### src/rtl/ppg_fir_scheduler_if.sv
// ADC and shared-FIR handshake bundle for the PPG measurement scheduler.
// The scheduler drives the requests; the ADC/FIR side answers with done strobes.
interface ppg_fir_scheduler_if;
  logic        adc_start;
  logic        adc_done;
  logic [7:0]  ADC_Value;
  logic        fir_start;
  logic        fir_ch;
  logic [7:0]  fir_sample;
  logic        fir_done;
  logic [19:0] fir_result;

  modport master (
    output adc_start, fir_start, fir_ch, fir_sample,
    input  adc_done, ADC_Value, fir_done, fir_result
  );

  modport slave (
    input  adc_start, fir_start, fir_ch, fir_sample,
    output adc_done, ADC_Value, fir_done, fir_result
  );
endinterface

### src/rtl/ppg_fir_scheduler.sv
// Alternating IR/RED LED sequencer: settle, ADC capture, shared FIR pass, and
// per-channel result routing.
//
// state      | meaning
// -----------+------------------------------------------------------------
// S_IDLE     | LEDs off, waiting for enable
// S_SETTLE   | LED of current channel on, waiting for optical settle
// S_ADC_REQ  | one-cycle adc_start, LED still on
// S_ADC_WAIT | LED on, waiting for adc_done or the conversion timeout
// S_FIR_REQ  | one-cycle fir_start with latched sample and channel tag
// S_FIR_WAIT | waiting for fir_done (unbounded; may stretch the phase)
// S_HOLD     | LEDs off until the phase timer expires
module ppg_fir_scheduler #(
  parameter int PHASE_CYCLES  = 250000,
  parameter int SETTLE_CYCLES = 5000,
  parameter int ADC_TIMEOUT   = 1000
) (
  input  logic                CLK_Filter,
  input  logic                rst,
  input  logic                enable,
  output logic                LED_IR,
  output logic                LED_RED,
  ppg_fir_scheduler_if.master bus,
  output logic [19:0]         Out_IR_Filtered,
  output logic [19:0]         Out_RED_Filtered,
  output logic                ir_valid,
  output logic                red_valid,
  output logic                adc_timeout_err
);

  localparam int PW = $clog2(PHASE_CYCLES + 1);
  localparam int TW = $clog2(ADC_TIMEOUT + 1);

  // Phase timer counts down the cycles left in the phase and parks at zero.
  localparam logic [PW-1:0] PHASE_LOAD  = PW'(PHASE_CYCLES - 1);
  localparam logic [PW-1:0] SETTLE_DONE = PW'(PHASE_CYCLES - SETTLE_CYCLES);
  localparam logic [TW-1:0] TMO_LOAD    = TW'(ADC_TIMEOUT - 1);

  typedef enum logic [2:0] {
    S_IDLE,
    S_SETTLE,
    S_ADC_REQ,
    S_ADC_WAIT,
    S_FIR_REQ,
    S_FIR_WAIT,
    S_HOLD
  } state_t;

  state_t        state;
  logic          ch;
  logic [PW-1:0] phase_rem;
  logic [TW-1:0] tmo_rem;

  always_ff @(posedge CLK_Filter) begin
    if (rst) begin
      state            <= S_IDLE;
      ch               <= 1'b0;
      phase_rem        <= '0;
      tmo_rem          <= '0;
      LED_IR           <= 1'b0;
      LED_RED          <= 1'b0;
      bus.adc_start    <= 1'b0;
      bus.fir_start    <= 1'b0;
      bus.fir_ch       <= 1'b0;
      bus.fir_sample   <= '0;
      Out_IR_Filtered  <= '0;
      Out_RED_Filtered <= '0;
      ir_valid         <= 1'b0;
      red_valid        <= 1'b0;
      adc_timeout_err  <= 1'b0;
    end else begin
      bus.adc_start <= 1'b0;
      bus.fir_start <= 1'b0;
      ir_valid      <= 1'b0;
      red_valid     <= 1'b0;

      if (state != S_IDLE && phase_rem != '0)
        phase_rem <= phase_rem - PW'(1);

      case (state)
        S_IDLE: begin
          if (enable) begin
            state     <= S_SETTLE;
            ch        <= 1'b0;
            phase_rem <= PHASE_LOAD;
            LED_IR    <= 1'b1;
          end
        end

        S_SETTLE: begin
          if (phase_rem == SETTLE_DONE) begin
            state         <= S_ADC_REQ;
            bus.adc_start <= 1'b1;
          end
        end

        S_ADC_REQ: begin
          state   <= S_ADC_WAIT;
          tmo_rem <= TMO_LOAD;
        end

        S_ADC_WAIT: begin
          // A conversion landing on the last timeout cycle is still accepted.
          if (bus.adc_done) begin
            state          <= S_FIR_REQ;
            bus.fir_sample <= bus.ADC_Value;
            bus.fir_ch     <= ch;
            bus.fir_start  <= 1'b1;
            LED_IR         <= 1'b0;
            LED_RED        <= 1'b0;
          end else if (tmo_rem == '0) begin
            state           <= S_HOLD;
            adc_timeout_err <= 1'b1;
            LED_IR          <= 1'b0;
            LED_RED         <= 1'b0;
          end else begin
            tmo_rem <= tmo_rem - TW'(1);
          end
        end

        S_FIR_REQ: begin
          state <= S_FIR_WAIT;
        end

        S_FIR_WAIT: begin
          if (bus.fir_done) begin
            state <= S_HOLD;
            if (bus.fir_ch) begin
              Out_RED_Filtered <= bus.fir_result;
              red_valid        <= 1'b1;
            end else begin
              Out_IR_Filtered <= bus.fir_result;
              ir_valid        <= 1'b1;
            end
          end
        end

        S_HOLD: begin
          if (phase_rem == '0) begin
            phase_rem <= PHASE_LOAD;
            if (enable) begin
              state   <= S_SETTLE;
              ch      <= ~ch;
              LED_IR  <= ch;
              LED_RED <= ~ch;
            end else begin
              state <= S_IDLE;
              ch    <= 1'b0;
            end
          end
        end

        default: state <= S_IDLE;
      endcase
    end
  end

endmodule

### src/flat_wrapper.sv
// flat-port wrapper written by rule: the top's interface ports become plain ports
module ppg_fir_scheduler_flat 
#(
  parameter int PHASE_CYCLES  = 250000,
  parameter int SETTLE_CYCLES = 5000,
  parameter int ADC_TIMEOUT   = 1000
)
  (CLK_Filter, rst, enable, LED_IR, LED_RED, Out_IR_Filtered, Out_RED_Filtered, ir_valid, red_valid, adc_timeout_err, bus_adc_start, bus_fir_start, bus_fir_ch, bus_fir_sample, bus_adc_done, bus_ADC_Value, bus_fir_done, bus_fir_result);
  ppg_fir_scheduler_if bus_i ();
  input  logic CLK_Filter;
  input  logic rst;
  input  logic enable;
  output logic LED_IR;
  output logic LED_RED;
  output logic [19:0] Out_IR_Filtered;
  output logic [19:0] Out_RED_Filtered;
  output logic ir_valid;
  output logic red_valid;
  output logic adc_timeout_err;
  output wire logic [$bits(bus_i.adc_start)-1:0] bus_adc_start;
  output wire logic [$bits(bus_i.fir_start)-1:0] bus_fir_start;
  output wire logic [$bits(bus_i.fir_ch)-1:0] bus_fir_ch;
  output wire logic [$bits(bus_i.fir_sample)-1:0] bus_fir_sample;
  input wire logic [$bits(bus_i.adc_done)-1:0] bus_adc_done;
  input wire logic [$bits(bus_i.ADC_Value)-1:0] bus_ADC_Value;
  input wire logic [$bits(bus_i.fir_done)-1:0] bus_fir_done;
  input wire logic [$bits(bus_i.fir_result)-1:0] bus_fir_result;
  assign bus_adc_start = bus_i.adc_start;
  assign bus_fir_start = bus_i.fir_start;
  assign bus_fir_ch = bus_i.fir_ch;
  assign bus_fir_sample = bus_i.fir_sample;
  assign bus_i.adc_done = bus_adc_done;
  assign bus_i.ADC_Value = bus_ADC_Value;
  assign bus_i.fir_done = bus_fir_done;
  assign bus_i.fir_result = bus_fir_result;
  ppg_fir_scheduler #(.PHASE_CYCLES(PHASE_CYCLES), .SETTLE_CYCLES(SETTLE_CYCLES), .ADC_TIMEOUT(ADC_TIMEOUT)) u_core (.CLK_Filter(CLK_Filter), .rst(rst), .enable(enable), .LED_IR(LED_IR), .LED_RED(LED_RED), .bus(bus_i), .Out_IR_Filtered(Out_IR_Filtered), .Out_RED_Filtered(Out_RED_Filtered), .ir_valid(ir_valid), .red_valid(red_valid), .adc_timeout_err(adc_timeout_err));
endmodule
### config.mk
export PLATFORM = sky130hd
export DESIGN_NAME = ppg_fir_scheduler_flat
export DESIGN_NICKNAME = d
export VERILOG_FILES = /design/src/rtl/ppg_fir_scheduler_if.sv /design/src/rtl/ppg_fir_scheduler.sv /design/src/flat_wrapper.sv
export SDC_FILE = /design/constraint.sdc
export NUM_CORES = 1
export LEC_CHECK = 0
export ABC_AREA = 0
export ABC_CLOCK_PERIOD_IN_PS = 7660
export BUFFER_PORTS_ARGS = -buffer_cell sky130_fd_sc_hd__buf_2
export CAP_MARGIN = 25
export CORE_UTILIZATION = 26
export CTS_CLUSTER_DIAMETER = 120
export DETAILED_ROUTE_END_ITERATION = 7
export GPL_TIMING_DRIVEN = 0
export SYNTH_ARGS = -nofsm -noshare
export SYNTH_HDL_FRONTEND = slang
export SYNTH_SLANG_ARGS = --single-unit
### constraint.sdc
create_clock -name CLK_Filter -period 7.66 [get_ports CLK_Filter]
set_clock_uncertainty 0.15 [all_clocks]
set_input_delay 0.383 -clock CLK_Filter [delete_from_list [all_inputs] [get_ports CLK_Filter]]
set_output_delay 0.383 -clock CLK_Filter [all_outputs]
set_load 0.01 [all_outputs]
==> Implementation_results.wiki, run 1 <==
{| class="wikitable"
! Metric !! Value
|-
| Synth area leaders || sky130_fd_sc_hd__dfxtp_1 49%, sky130_fd_sc_hd__nand2_1 11%, sky130_fd_sc_hd__a21oi_1 11%
|-
| Iteration count of the initial detailed-routing pass || 5
|-
| Total negative setup slack || 0 ns
|-
| Number of storage elements in the synthesis netlist || 88
|-
| Root buffer cell || sky130_fd_sc_hd__clkbuf_16
|-
| TritonCTS clock tree || done
|-
| Number of ports placed on the die boundary || a little under 90
|-
| Worst r2r dst || u_core.state[0]$_SDFFE_PP0P_
|-
| Number of inserted diodes || 0
|-
| Count of buffer and inverter cells on the critical path || 1
|-
| Chip width || between 100 and 150 um
|-
| Sequential element share of the synthesized area || 0.489
|-
| Total wire length after detailed routing || between 9000 and 10000 um
|-
| Worst hold stages || 3
|-
| Layout fillers || approximately 1400
|-
| Pin count of the biggest net entering global routing || 15
|-
| Synthesized area || 3600 um2
|-
| First-pass GRT wire length || around 17000 um
|-
| Routed met3 length || 648 um
|-
| Critical path launch point type || flip-flop
|-
| Post-CTS setup buffer count || 0
|-
| DRC violations left || 0
|-
| Worst-case hold slack || between 0.1 and 0.15 ns
|-
| Ranking of synthesized cells by instance count || 110 x sky130_fd_sc_hd__nand2_1, 88 x sky130_fd_sc_hd__dfxtp_1, 77 x sky130_fd_sc_hd__a21oi_1, 28 x sky130_fd_sc_hd__clkbuf_1, 14 x sky130_fd_sc_hd__nor2_1
|-
| Share of cells above drive strength 1 || 0.202
|-
| Count of unique library cells instantiated by Yosys || between 40 and 50
|-
| Initial standard-cell utilization of the core || 0.270
|-
| Final estimated routing congestion in global placement || around 0.85
|-
| Hold wc startpoint || bus_ADC_Value[3]
|-
| Die area || around 14000 um2
|-
| Power per cell area || 212 nW/um2
|-
| Cell class contributing the biggest share of worst-path delay || simple AND/OR/NAND/NOR gates
|-
| Critical path's largest stage delay || roughly 0.59 ns
|-
| Number of nets with antenna violations after detailed routing || 0
|-
| Leakage power of the design || ~0.0017 uW
|-
| Normalized max-slew margin || 0.370
|-
| CTS clock-pin slew for the worst setup and hold paths || around 0.070 ns
|-
| Standard-cell rows || 42
|-
| Classification of the worst setup path || reg2reg
|-
| Number of global-route vias before repair || 3408
|-
| Hold endpoint || u_core.bus.fir_sample[3]$_SDFFE_PP0P_
|-
| Clock Path Buffers || 2
|-
| Synthesized area per cell || about 8.2 um2
|-
| Syn_nets || roughly 480
|-
| Reg2reg setup slack || approximately 5.0 ns
|-
| Transition time of the tightest slew-check pin || a little over 0.9 ns
|-
| 1st-iter DRT viols || between 100 and 150
|-
| Number of cells traversed by the worst register-to-register path || 5
|-
| Synth-to-Final Area Change || 25.8%
|-
| Status || completed
|-
| Number of enable flip-flop cells after synthesis || 0
|-
| Warnings from Yosys || 0
|-
| Clock insertion delay at the later pin of the skew report || 0.35 ns
|-
| Post-synth ARST share || 0
|-
| Min Tclk post-route || about 2.7 ns
|-
| Highest Clock Rate || ~0.38 GHz
|-
| Average wire length per cell after detail routing || roughly 14 um
|-
| Largest area contributor in the synthesized netlist || sky130_fd_sc_hd__dfxtp_1
|-
| Number of buffers added by the clock tree synthesis step || 9
|-
| Clock sink count || 88
|-
| Share of the clock period used by the worst path after layout || 0.346
|-
| Max-Cap Viols || 0
|-
| Logic depth of the worst path, buffers included || 5
|-
| Post-cts hold buffer count || 0
|-
| Buffers added on ports || 88
|-
| Post_cts resized || 0
|-
| Final slew viol count || 0
|-
| Met2 Routed Length || approximately 4700 um
|-
| Area share of the largest cell type after synthesis || 0.489
|-
| Detailed-placement wirelength estimate || about 7400 um
|-
| Initial antenna violation count || 0
|-
| Final Hold Vio Count || 0
|-
| Via count || between 3000 and 4000
|-
| Final count of negative-setup-slack endpoints || 0
|-
| Top flip-flop cell by instance count after synthesis || sky130_fd_sc_hd__dfxtp_1
|-
| Launch instance of the worst register-to-register path || u_core.phase_rem[5]$_SDFF_PP0_
|-
| Cells after synthesis || between 400 and 500
|-
| GR Overflow Total || 0
|-
| Final Power || a little under 1000 uW
|-
| Type of the worst min-delay path || in2reg
|-
| Arr. time, crit path || between 2 and 3 ns
|-
| Max H-tree Level || 3
|-
| Via density per instance || ~4.8
|-
| Cell-by-cell listing of the critical path || or4_4 -> nor4_2 -> clkbuf_1 -> nand2_1 -> a2111oi_0
|-
| Die boundary height || about 120 um
|-
| Count of placed standard cells including taps || 704
|-
| Area after DPL || 4260 um2
|-
| Core outline area || roughly 13000 um2
|-
| RSZ-0062 raised after global routing || no
|-
| Maximum fanout along the worst path || 10
|-
| Crit. End Element || flip-flop
|-
| Critical path data required time || about 7.7 ns
|-
| Sum of routed wire segments on met1 || roughly 4300 um
|-
| Largest vdd supply drop || 106 uV
|-
| Nets || between 500 and 600
|-
| Total routing resource utilization after global routing || 0.147
|-
| Final instance area || 4530 um2
|-
| Finished Layout Cells || 720
|-
| Most instantiated library cell after synthesis || sky130_fd_sc_hd__nand2_1
|-
| Uppermost layer routed || met4
|-
| Slowest stage cell, crit path || sky130_fd_sc_hd__or4_4
|}
## through the flow
step,setup slack [ns],util
after floorplan,5.19,-
after detailed placement,5.01,0.319
after global routing,4.78,0.339
final,5.01,0.339
after global placement,4.98,0.319
after CTS,5.00,0.339
## worst register-to-register path, delay by kind of cell (launching register included)
family / cells / cell delay (ns)
AND/OR/NAND/NOR: 3 / 1.20
flip-flops: 1 / 0.34
buffers and inverters: 1 / 0.43
AO/OA/AOI/OAI: 1 / 0.41
## per-layer routing
layer	vias up	GRT usage
li1	1725	-
met1	1596	0.179
met2	99	0.242
met3	11	0.0409
met4	0	0.0648
met5	-	0
## logic make-up after synthesis
logic type	Yosys count	synth area share
xor+xnor	17	0.0414
mux	1	0.00313
simple gates	194	0.260
fa+ha+maj	2	0.00695
flops	88	0.489
compound gates	104	0.163
buf+inv	34	0.0355
## layout by cell type, fill, tap and decap left out, drive strengths merged, types with 7 or more instances in the layout
master  instances
nand2         110
buf            89
dfxtp          88
a21oi          77
clkbuf         39
nor2           14
nor3           12
or4            12
xnor2          10
or3             9
xor2            7
## worst max-delay path by stage
stage | slack, ns | start | endpoint
CTS | 5.00 | u_core.phase_rem[5]$_SDFF_PP0_ | u_core.state[0]$_SDFFE_PP0P_
finish | 5.01 | u_core.phase_rem[5]$_SDFF_PP0_ | u_core.state[0]$_SDFFE_PP0P_
detailed placement | 5.01 | u_core.phase_rem[5]$_SDFF_PP0_ | u_core.state[0]$_SDFFE_PP0P_
global placement | 4.98 | u_core.tmo_rem[0]$_SDFFE_PP0P_ | u_core.LED_RED$_SDFFE_PP0P_
floorplan | 5.19 | u_core.phase_rem[5]$_SDFF_PP0_ | u_core.phase_rem[15]$_SDFF_PP0_
global route | 4.78 | u_core.phase_rem[5]$_SDFF_PP0_ | u_core.state[0]$_SDFFE_PP0P_
## sequential cells by signal (all words and copies together), names as in the netlist, 3 cells and up
| signal | cells |
|---|---|
| u_core.state | 3 |
| u_core.Out_IR_Filtered | 20 |
| u_core.Out_RED_Filtered | 20 |
| u_core.bus.fir_sample | 8 |
| u_core.tmo_rem | 10 |
| u_core.phase_rem | 18 |
## area by class of cell
class | instances | area [um2] | area share
flip-flops and latches | 88 | 1760 | 0.389
multi-input cells | 318 | 1710 | 0.378
repair buffers | 88 | 440 | 0.0973
clock buffers | 11 | 233 | 0.0514
well taps | 176 | 220 | 0.0486
plain buffers | 29 | 109 | 0.0240
clock inverters | 5 | 33.8 | 0.00746
inverters | 5 | 18.8 | 0.00415
## power by group
group	leakage, uW	switching (uW)	internal [uW]
Combinational	0.000871	48.2	32.9
Clock	0.000126	184	219
Sequential	0.000712	9.57	467
(Power assumes the default switching activity.)
==> run 2: changes to the inputs <==
--- a/config.mk
+++ b/config.mk
@@ -6,7 +6,7 @@
 export NUM_CORES = 1
 export LEC_CHECK = 0
 export ABC_AREA = 0
-export ABC_CLOCK_PERIOD_IN_PS = 7660
+export ABC_CLOCK_PERIOD_IN_PS = 2100
 export BUFFER_PORTS_ARGS = -buffer_cell sky130_fd_sc_hd__buf_2
 export CAP_MARGIN = 25
 export CORE_UTILIZATION = 26
==> constraint.sdc (replaced) <==
create_clock -name CLK_Filter -period 2.1 [get_ports CLK_Filter]
set_clock_uncertainty 0.15 [all_clocks]
set_input_delay 0.105 -clock CLK_Filter [delete_from_list [all_inputs] [get_ports CLK_Filter]]
set_output_delay 0.105 -clock CLK_Filter [all_outputs]
set_load 0.01 [all_outputs]
==> run 2 against run 1 <==
The run now ends with setup timing left. Total power grew to 4.1 times the previous value. Sequential cell count did not move. Register-to-register slack got worse by 5.4 ns. Core utilization rose by 7.3 points. Largest cell class is now multi-input combinational cells.
==> Implementation_results.wiki, run 2 (synthesis gave the netlist of run 1 again) <==
{| class="wikitable"
! Metric !! Value
|-
| Pint || approximately 2900 uW
|-
| GR Overflow Total || 0
|-
| Critical path launch point type || flip-flop
|-
| Final Power || slightly below 4000 uW
|-
| DRC violations left || 0
|-
| Total routing resource utilization after global routing || 0.158
|-
| Violations in the final reports || setup timing
|-
| TritonCTS clock tree || done
|-
| Transition time of the tightest slew-check pin || 0.900 ns
|-
| Classification of the worst setup path || reg2reg
|-
| Die area || ~14000 um2
|-
| Critical path's largest stage delay || between 0.5 and 0.6 ns
|-
| Launch instance of the worst register-to-register path || u_core.phase_rem[6]$_SDFF_PP0_
|-
| Final count of negative-setup-slack endpoints || 25
|-
| Standard-cell rows || 42
|-
| Max H-tree Level || 3
|-
| Highest Clock Rate || between 0.4 and 0.5 GHz
|-
| Net switching power figure || 1030 uW
|-
| Initial standard-cell utilization of the core || 0.270
|-
| Register share of total power || 0.439
|-
| Leakage power of the design || 0.00213 uW
|-
| Via count || 3818
|-
| Worst r2r dst || u_core.LED_RED$_SDFFE_PP0P_
|-
| Switching portion of total power || 0.260
|-
| Number of cells traversed by the worst register-to-register path || 7
|-
| Chip width || 120 um
|-
| Slowest stage cell, crit path || sky130_fd_sc_hd__or4_4
|-
| Worst setup margin || -0.381 ns
|-
| Via density per instance || approximately 5
|-
| RSZ-0062 raised after global routing || yes
|-
| Clock insertion delay at the later pin of the skew report || 0.35 ns
|-
| Maximum fanout along the worst path || 4
|-
| Most used cells in the layout excluding fill and tap cells || 109 x sky130_fd_sc_hd__nand2_1, 88 x sky130_fd_sc_hd__buf_2, 77 x sky130_fd_sc_hd__dfxtp_1
|-
| Cell-by-cell listing of the critical path || or4_4 -> buf_12 -> nor4_4 -> buf_4 -> a31oi_4 -> or4b_4 -> o22ai_1
|-
| Number of global-route vias before repair || approximately 3600
|-
| Worst hold stages || 4
|-
| Most frequent standard cell in the layout excluding fill and tap cells || sky130_fd_sc_hd__nand2_1
|-
| Number of buffers added by the clock tree synthesis step || 9
|-
| Count of buffer and inverter cells on the critical path || 2
|-
| Pin count of the biggest net entering global routing || 16
|-
| Cell class contributing the biggest share of worst-path delay || simple AND/OR/NAND/NOR gates
|-
| CTS clock-pin slew for the worst setup and hold paths || approximately 0.060 ns
|-
| Finished Layout Cells || roughly 780
|-
| Initial antenna violation count || 0
|-
| Area taken by flip-flops and latches || 1780 um2
|-
| Clock Path Buffers || 2
|-
| Fraction of the core area covered by cells at the end of the flow || 0.412
|-
| Share of the clock period used by the worst path after layout || 1.18
|-
| Nets || 630
|-
| Fraction of power consumed by the clock network || 0.408
|-
| Final estimated routing congestion in global placement || approximately 0.85
|-
| Type of the worst min-delay path || in2reg
|-
| Detailed-placement wirelength estimate || between 7000 and 8000 um
|-
| Iteration count of the initial detailed-routing pass || 5
|-
| Hold wc startpoint || bus_fir_done
|-
| Hold endpoint || u_core.state[1]$_SDFFE_PP0P_
|-
| Arr. time, crit path || ~2.6 ns
|-
| Total wire length after detailed routing || ~12000 um
|-
| Clock sink count || between 80 and 90
|-
| Status || finished, violations left
|-
| Number of ports placed on the die boundary || slightly below 90
|-
| Count of placed standard cells including taps || a little over 700
|-
| Root buffer cell || sky130_fd_sc_hd__clkbuf_16
|-
| Largest vdd supply drop || roughly 360 uV
|-
| Core outline area || approximately 13000 um2
|-
| Synth-to-Final Area Change || 52.7%
|-
| Registers with the most flip-flops || u_core.Out_IR_Filtered (20), u_core.Out_RED_Filtered (20), u_core.phase_rem (18)
|-
| Logic depth of the worst path, buffers included || 7
|-
| Number of inserted diodes || 0
|-
| Buffers added on ports || slightly below 90
|-
| Final Hold Vio Count || 0
|-
| Normalized max-slew margin || 0.397
|-
| Min Tclk post-route || 2.48 ns
|-
| Number of nets with antenna violations after detailed routing || 0
|-
| Power per cell area || between 700 and 800 nW/um2
|-
| Crit. End Element || flip-flop
|-
| Final slew viol count || 0
|-
| First-pass GRT wire length || 17700 um
|-
| Layout fillers || ~1300
|-
| Max-Cap Viols || 0
|-
| Area after DPL || roughly 4300 um2
|-
| Average wire length per cell after detail routing || 14.9 um
|-
| Critical path data required time || between 2 and 2.5 ns
|-
| Area occupied by multi-input gates || about 2000 um2
|-
| Final instance area || between 5000 and 6000 um2
|-
| 1st-iter DRT viols || 303
|-
| Worst setup timing slack at the placement stage || -0.480 ns
|-
| Die boundary height || between 100 and 150 um
|-
| Reg2reg setup slack || -0.38 ns
|-
| Combinational Power Share || 0.153
|-
| Share of cells above drive strength 1 || 0.337
|}
[run 2: cell types whose count changed in the layout (fill, tap and decap cells not counted), moves of 8 or more]
cell / delta
sky130_fd_sc_hd__a21oi_1: -10
sky130_fd_sc_hd__dlygate4sd3_1: +31
sky130_fd_sc_hd__clkbuf_1: -13
sky130_fd_sc_hd__buf_4: +24
sky130_fd_sc_hd__a21oi_2: +8
sky130_fd_sc_hd__dfxtp_2: +9
sky130_fd_sc_hd__dfxtp_1: -11
[run 2: tightest hold or removal path: stages]
cell                       delay, ns
sky130_fd_sc_hd__buf_2          0.11
sky130_fd_sc_hd__nand3_2        0.13
sky130_fd_sc_hd__a21o_1         0.14
sky130_fd_sc_hd__a221oi_1       0.06
[run 2: timing repair]
action	CTS	global route
endpoints found under the hold margin	50	8
pin swaps	15	28
endpoints found under the setup margin	37	73
gates cloned	2	0
setup buffers	11	17
hold buffers	30	1
gates resized for setup	33	56
[run 2: worst max path at each step]
| stage | endpoint | from | slack [ns] |
|---|---|---|---|
| 2_1_floorplan | u_core.phase_rem[15]$_SDFF_PP0_ | u_core.phase_rem[1]$_SDFF_PP0_ | -0.27 |
| 3_3_place_gp | u_core.LED_RED$_SDFFE_PP0P_ | u_core.state[2]$_SDFFE_PP0P_ | -0.48 |
| 3_5_place_dp | u_core.phase_rem[15]$_SDFF_PP0_ | u_core.state[2]$_SDFFE_PP0P_ | -0.48 |
| 4_1_cts | u_core.phase_rem[15]$_SDFF_PP0_ | u_core.phase_rem[1]$_SDFF_PP0_ | -0.37 |
| 5_1_grt | u_core.LED_RED$_SDFFE_PP0P_ | u_core.phase_rem[6]$_SDFF_PP0_ | -0.43 |
| 6_report | u_core.LED_RED$_SDFFE_PP0P_ | u_core.phase_rem[6]$_SDFF_PP0_ | -0.38 |
[run 2: cell type report]
| type | instances | area share |
|---|---|---|
| clock inverter | 6 | 0.0123 |
| buffer | 24 | 0.0239 |
| inverter | 5 | 0.00341 |
| tap | 176 | 0.0401 |
| sequential | 88 | 0.324 |
| timing repair buffer | 148 | 0.182 |
| multi-input combinational | 319 | 0.373 |
| clock buffer | 10 | 0.0416 |
[run 2: through the flow]
step	setup TNS, ns	hold slack [ns]
6_report	-5.04	0.108
3_5_place_dp	-8.93	0.203
2_1_floorplan	-1.10	0.0910
5_1_grt	-6.68	0.144
4_1_cts	-4.98	0.00149
3_3_place_gp	-9.24	0.201
[run 2: power by group through the flow]
| stage | Clock [uW] | Combinational (uW) | Sequential, uW |
|---|---|---|---|
| floorplan | 0 | 231 | 1770 |
| global placement | 0 | 323 | 1780 |
| detailed placement | 0 | 328 | 1780 |
| CTS | 1650 | 459 | 1740 |
| global route | 1740 | 640 | 1740 |
| finish | 1620 | 608 | 1740 |
[run 2: routing by layer]
| metal | GRT usage | vias to the layer above | share of wire |
|---|---|---|---|
| li1 | - | 1852 | - |
| met1 | 0.185 | 1811 | 0.43 |
| met2 | 0.266 | 135 | 0.49 |
| met3 | 0.0366 | 20 | 0.055 |
| met4 | 0.0859 | 0 | 0.022 |
| met5 | 0 | - | 0 |
==> run 3: changes to the inputs <==
--- a/config.mk
+++ b/config.mk
@@ -10,6 +10,7 @@
 export BUFFER_PORTS_ARGS = -buffer_cell sky130_fd_sc_hd__buf_2
 export CAP_MARGIN = 25
 export CORE_UTILIZATION = 26
+export CTS_BUF_LIST = sky130_fd_sc_hd__clkbuf_8
 export CTS_CLUSTER_DIAMETER = 120
 export DETAILED_ROUTE_END_ITERATION = 7
 export GPL_TIMING_DRIVEN = 0
==> run 3 against run 2 <==
The flow still finishes with violations (setup timing). Fmax shrank 1.0%. Non-clock buffer count shrank 7. Critical path depth shrank 2. Die area is the same. Final cell count shrank 0.90%. Total power shrank 12%. Clock power shrank 27%. Via count shrank 0.84%. Register-to-register slack lost 0.03 ns. Sequential cell count is the same.
==> Implementation_results.wiki, run 3 (synthesis gave the netlist of run 1 again) <==
{| class="wikitable"
! Metric !! Value
|-
| Final count of negative-setup-slack endpoints || 25
|-
| Met2 Routed Length || around 5500 um
|-
| Final instance area || 5300 um2
|-
| Pint || around 2500 uW
|-
| Classification of the worst setup path || reg2reg
|-
| Routed met3 length || roughly 670 um
|-
| Initial antenna violation count || 0
|-
| Type of the worst min-delay path || in2reg
|-
| Share of cells above drive strength 1 || 0.320
|-
| Average wire length per cell after detail routing || around 15 um
|-
| Final slew viol count || 0
|-
| Buffers added on ports || 88
|-
| Clock Path Buffers || 2
|-
| Max-Cap Viols || 0
|-
| Number of inserted diodes || 0
|-
| Arr. time, crit path || 2.65 ns
|-
| RSZ-0062 raised after global routing || yes
|-
| Standard-cell rows || 42
|-
| Register share of total power || 0.501
|-
| Critical path data required time || 2.25 ns
|-
| Via density per instance || ~5
|-
| Min Tclk post-route || about 2.5 ns
|-
| CTS clock-pin slew for the worst setup and hold paths || around 0.09 ns
|-
| Critical path launch point type || flip-flop
|-
| Max H-tree Level || 3
|-
| Uppermost layer routed || met4
|-
| GR Overflow Total || 0
|-
| Clock sink count || 88
|-
| Die boundary height || 120 um
|-
| Normalized max-slew margin || 0.568
|-
| Number of global-route vias before repair || between 3000 and 4000
|-
| Pin count of the biggest net entering global routing || 16
|-
| Crit. End Element || flip-flop
|-
| Sum of routed wire segments on met1 || 4930 um
|-
| Worst setup timing slack at the placement stage || -0.480 ns
|-
| Power per cell area || between 600 and 700 nW/um2
|-
| Worst setup margin || -0.407 ns
|-
| Fraction of power consumed by the clock network || 0.343
|-
| Die area || between 10000 and 15000 um2
|-
| Nets || 623
|-
| Number of buffers added by the clock tree synthesis step || 9
|-
| Iteration count of the initial detailed-routing pass || 6
|-
| Chip width || about 120 um
|-
| Registers with the most flip-flops || u_core.Out_IR_Filtered (20), u_core.Out_RED_Filtered (20), u_core.phase_rem (18)
|-
| First-pass GRT wire length || approximately 18000 um
|-
| Area after DPL || ~4300 um2
|-
| Total wire length after detailed routing || around 11000 um
|-
| Net switching power figure || 958 uW
|-
| DRC violations left || 0
|-
| Root buffer cell || sky130_fd_sc_hd__clkbuf_8
|-
| Final Power || approximately 3500 uW
|-
| Initial standard-cell utilization of the core || 0.270
|-
| Clock insertion delay at the later pin of the skew report || around 0.37 ns
|-
| Core outline area || around 13000 um2
|-
| Most frequent standard cell in the layout excluding fill and tap cells || sky130_fd_sc_hd__nand2_1
|-
| Detailed-placement wirelength estimate || between 7000 and 8000 um
|-
| Via count || 3786
|-
| Largest vdd supply drop || 345 uV
|-
| Most used cells in the layout excluding fill and tap cells || 109 x sky130_fd_sc_hd__nand2_1, 88 x sky130_fd_sc_hd__buf_2, 77 x sky130_fd_sc_hd__dfxtp_1
|-
| Combinational Power Share || 0.156
|-
| Violations in the final reports || setup timing
|-
| Final estimated routing congestion in global placement || between 0.8 and 0.9
|-
| Total routing resource utilization after global routing || 0.158
|-
| Leakage power of the design || just over 0.002 uW
|-
| Reg2reg setup slack || -0.41 ns
|-
| Final Hold Vio Count || 0
|-
| Maximum fanout along the worst path || 6
|-
| Number of nets with antenna violations after detailed routing || 0
|-
| Highest Clock Rate || ~0.4 GHz
|-
| Status || finished, violations left
|-
| Switching portion of total power || 0.275
|-
| Share of the clock period used by the worst path after layout || 1.19
|-
| Number of ports placed on the die boundary || 89
|-
| Transition time of the tightest slew-check pin || between 0.6 and 0.7 ns
|-
| TritonCTS clock tree || done
|-
| Synth-to-Final Area Change || 47.3%
|-
| 1st-iter DRT viols || about 250
|}
## run 3: changes by cell type in the layout (fill, tap and decap cells not counted), sizes merged
cell	previous run	this run
buf	121	112
inv	6	7
clkbuf	30	31
## run 3: critical path, cell delays in order (launching register included)
cell and delay, ns:
sky130_fd_sc_hd__dfxtp_2 0.33, sky130_fd_sc_hd__or4_4 0.55, sky130_fd_sc_hd__or4_4 0.53, sky130_fd_sc_hd__a211o_4 0.31, sky130_fd_sc_hd__or4_1 0.40, sky130_fd_sc_hd__a31oi_1 0.16
## run 3: routing by layer
metal  global-route usage  up-vias
li1                     -     1833
met1                0.184     1777
met2                0.265      145
met3               0.0342       31
met4               0.0930        0
met5                    0        -
## run 3: worst paths after layout
kind                                               start  cells after the start                                     end
setup / recovery          u_core.phase_rem[1]$_SDFF_PP0_                      5         u_core.phase_rem[15]$_SDFF_PP0_
hold / removal                              bus_fir_done                      4            u_core.state[1]$_SDFFE_PP0P_
setup reg to reg          u_core.phase_rem[1]$_SDFF_PP0_                      5         u_core.phase_rem[15]$_SDFF_PP0_
hold reg to reg   u_core.Out_IR_Filtered[8]$_SDFFE_PP0P_                      2  u_core.Out_IR_Filtered[8]$_SDFFE_PP0P_
## run 3: power groups by stage
stage,clock network (uW),logic (uW),registers (uW)
final,1190,543,1740
after global routing,1300,575,1750
after detailed placement,0,328,1780
after floorplan,0,231,1770
after CTS,1220,464,1740
after global placement,0,323,1780
## run 3: timing repair
item / 4_1_cts / 5_1_grt
hold buffers: 31 / 0
buffers inserted: 12 / 9
resized for setup: 35 / 42
pin swaps: 20 / 26
gates cloned: 2 / 0
endpoints found under the hold margin: 60 / 0
setup endpoints to repair: 40 / 73
## run 3: final cells by class
class	instances	area, um2
fillers	1339	8050
well taps	176	220
multi-input cells	319	2020
repair buffers	141	943
plain buffers	24	124
inverters	5	18.8
clock buffers	9	124
flip-flops and latches	88	1780
clock inverters	7	71.3
## run 3: through the flow
step | utilization | hold WS, ns | setup TNS [ns] | cells
finish | 0.397 | 0.0755 | -6.22 | 769
global route | 0.397 | 0.0902 | -7.47 | 769
CTS | 0.381 | 0.106 | -5.07 | 761
detailed placement | 0.325 | 0.203 | -8.93 | 704
global placement | 0.325 | 0.201 | -9.24 | 704
floorplan | - | 0.0910 | -1.10 | 440
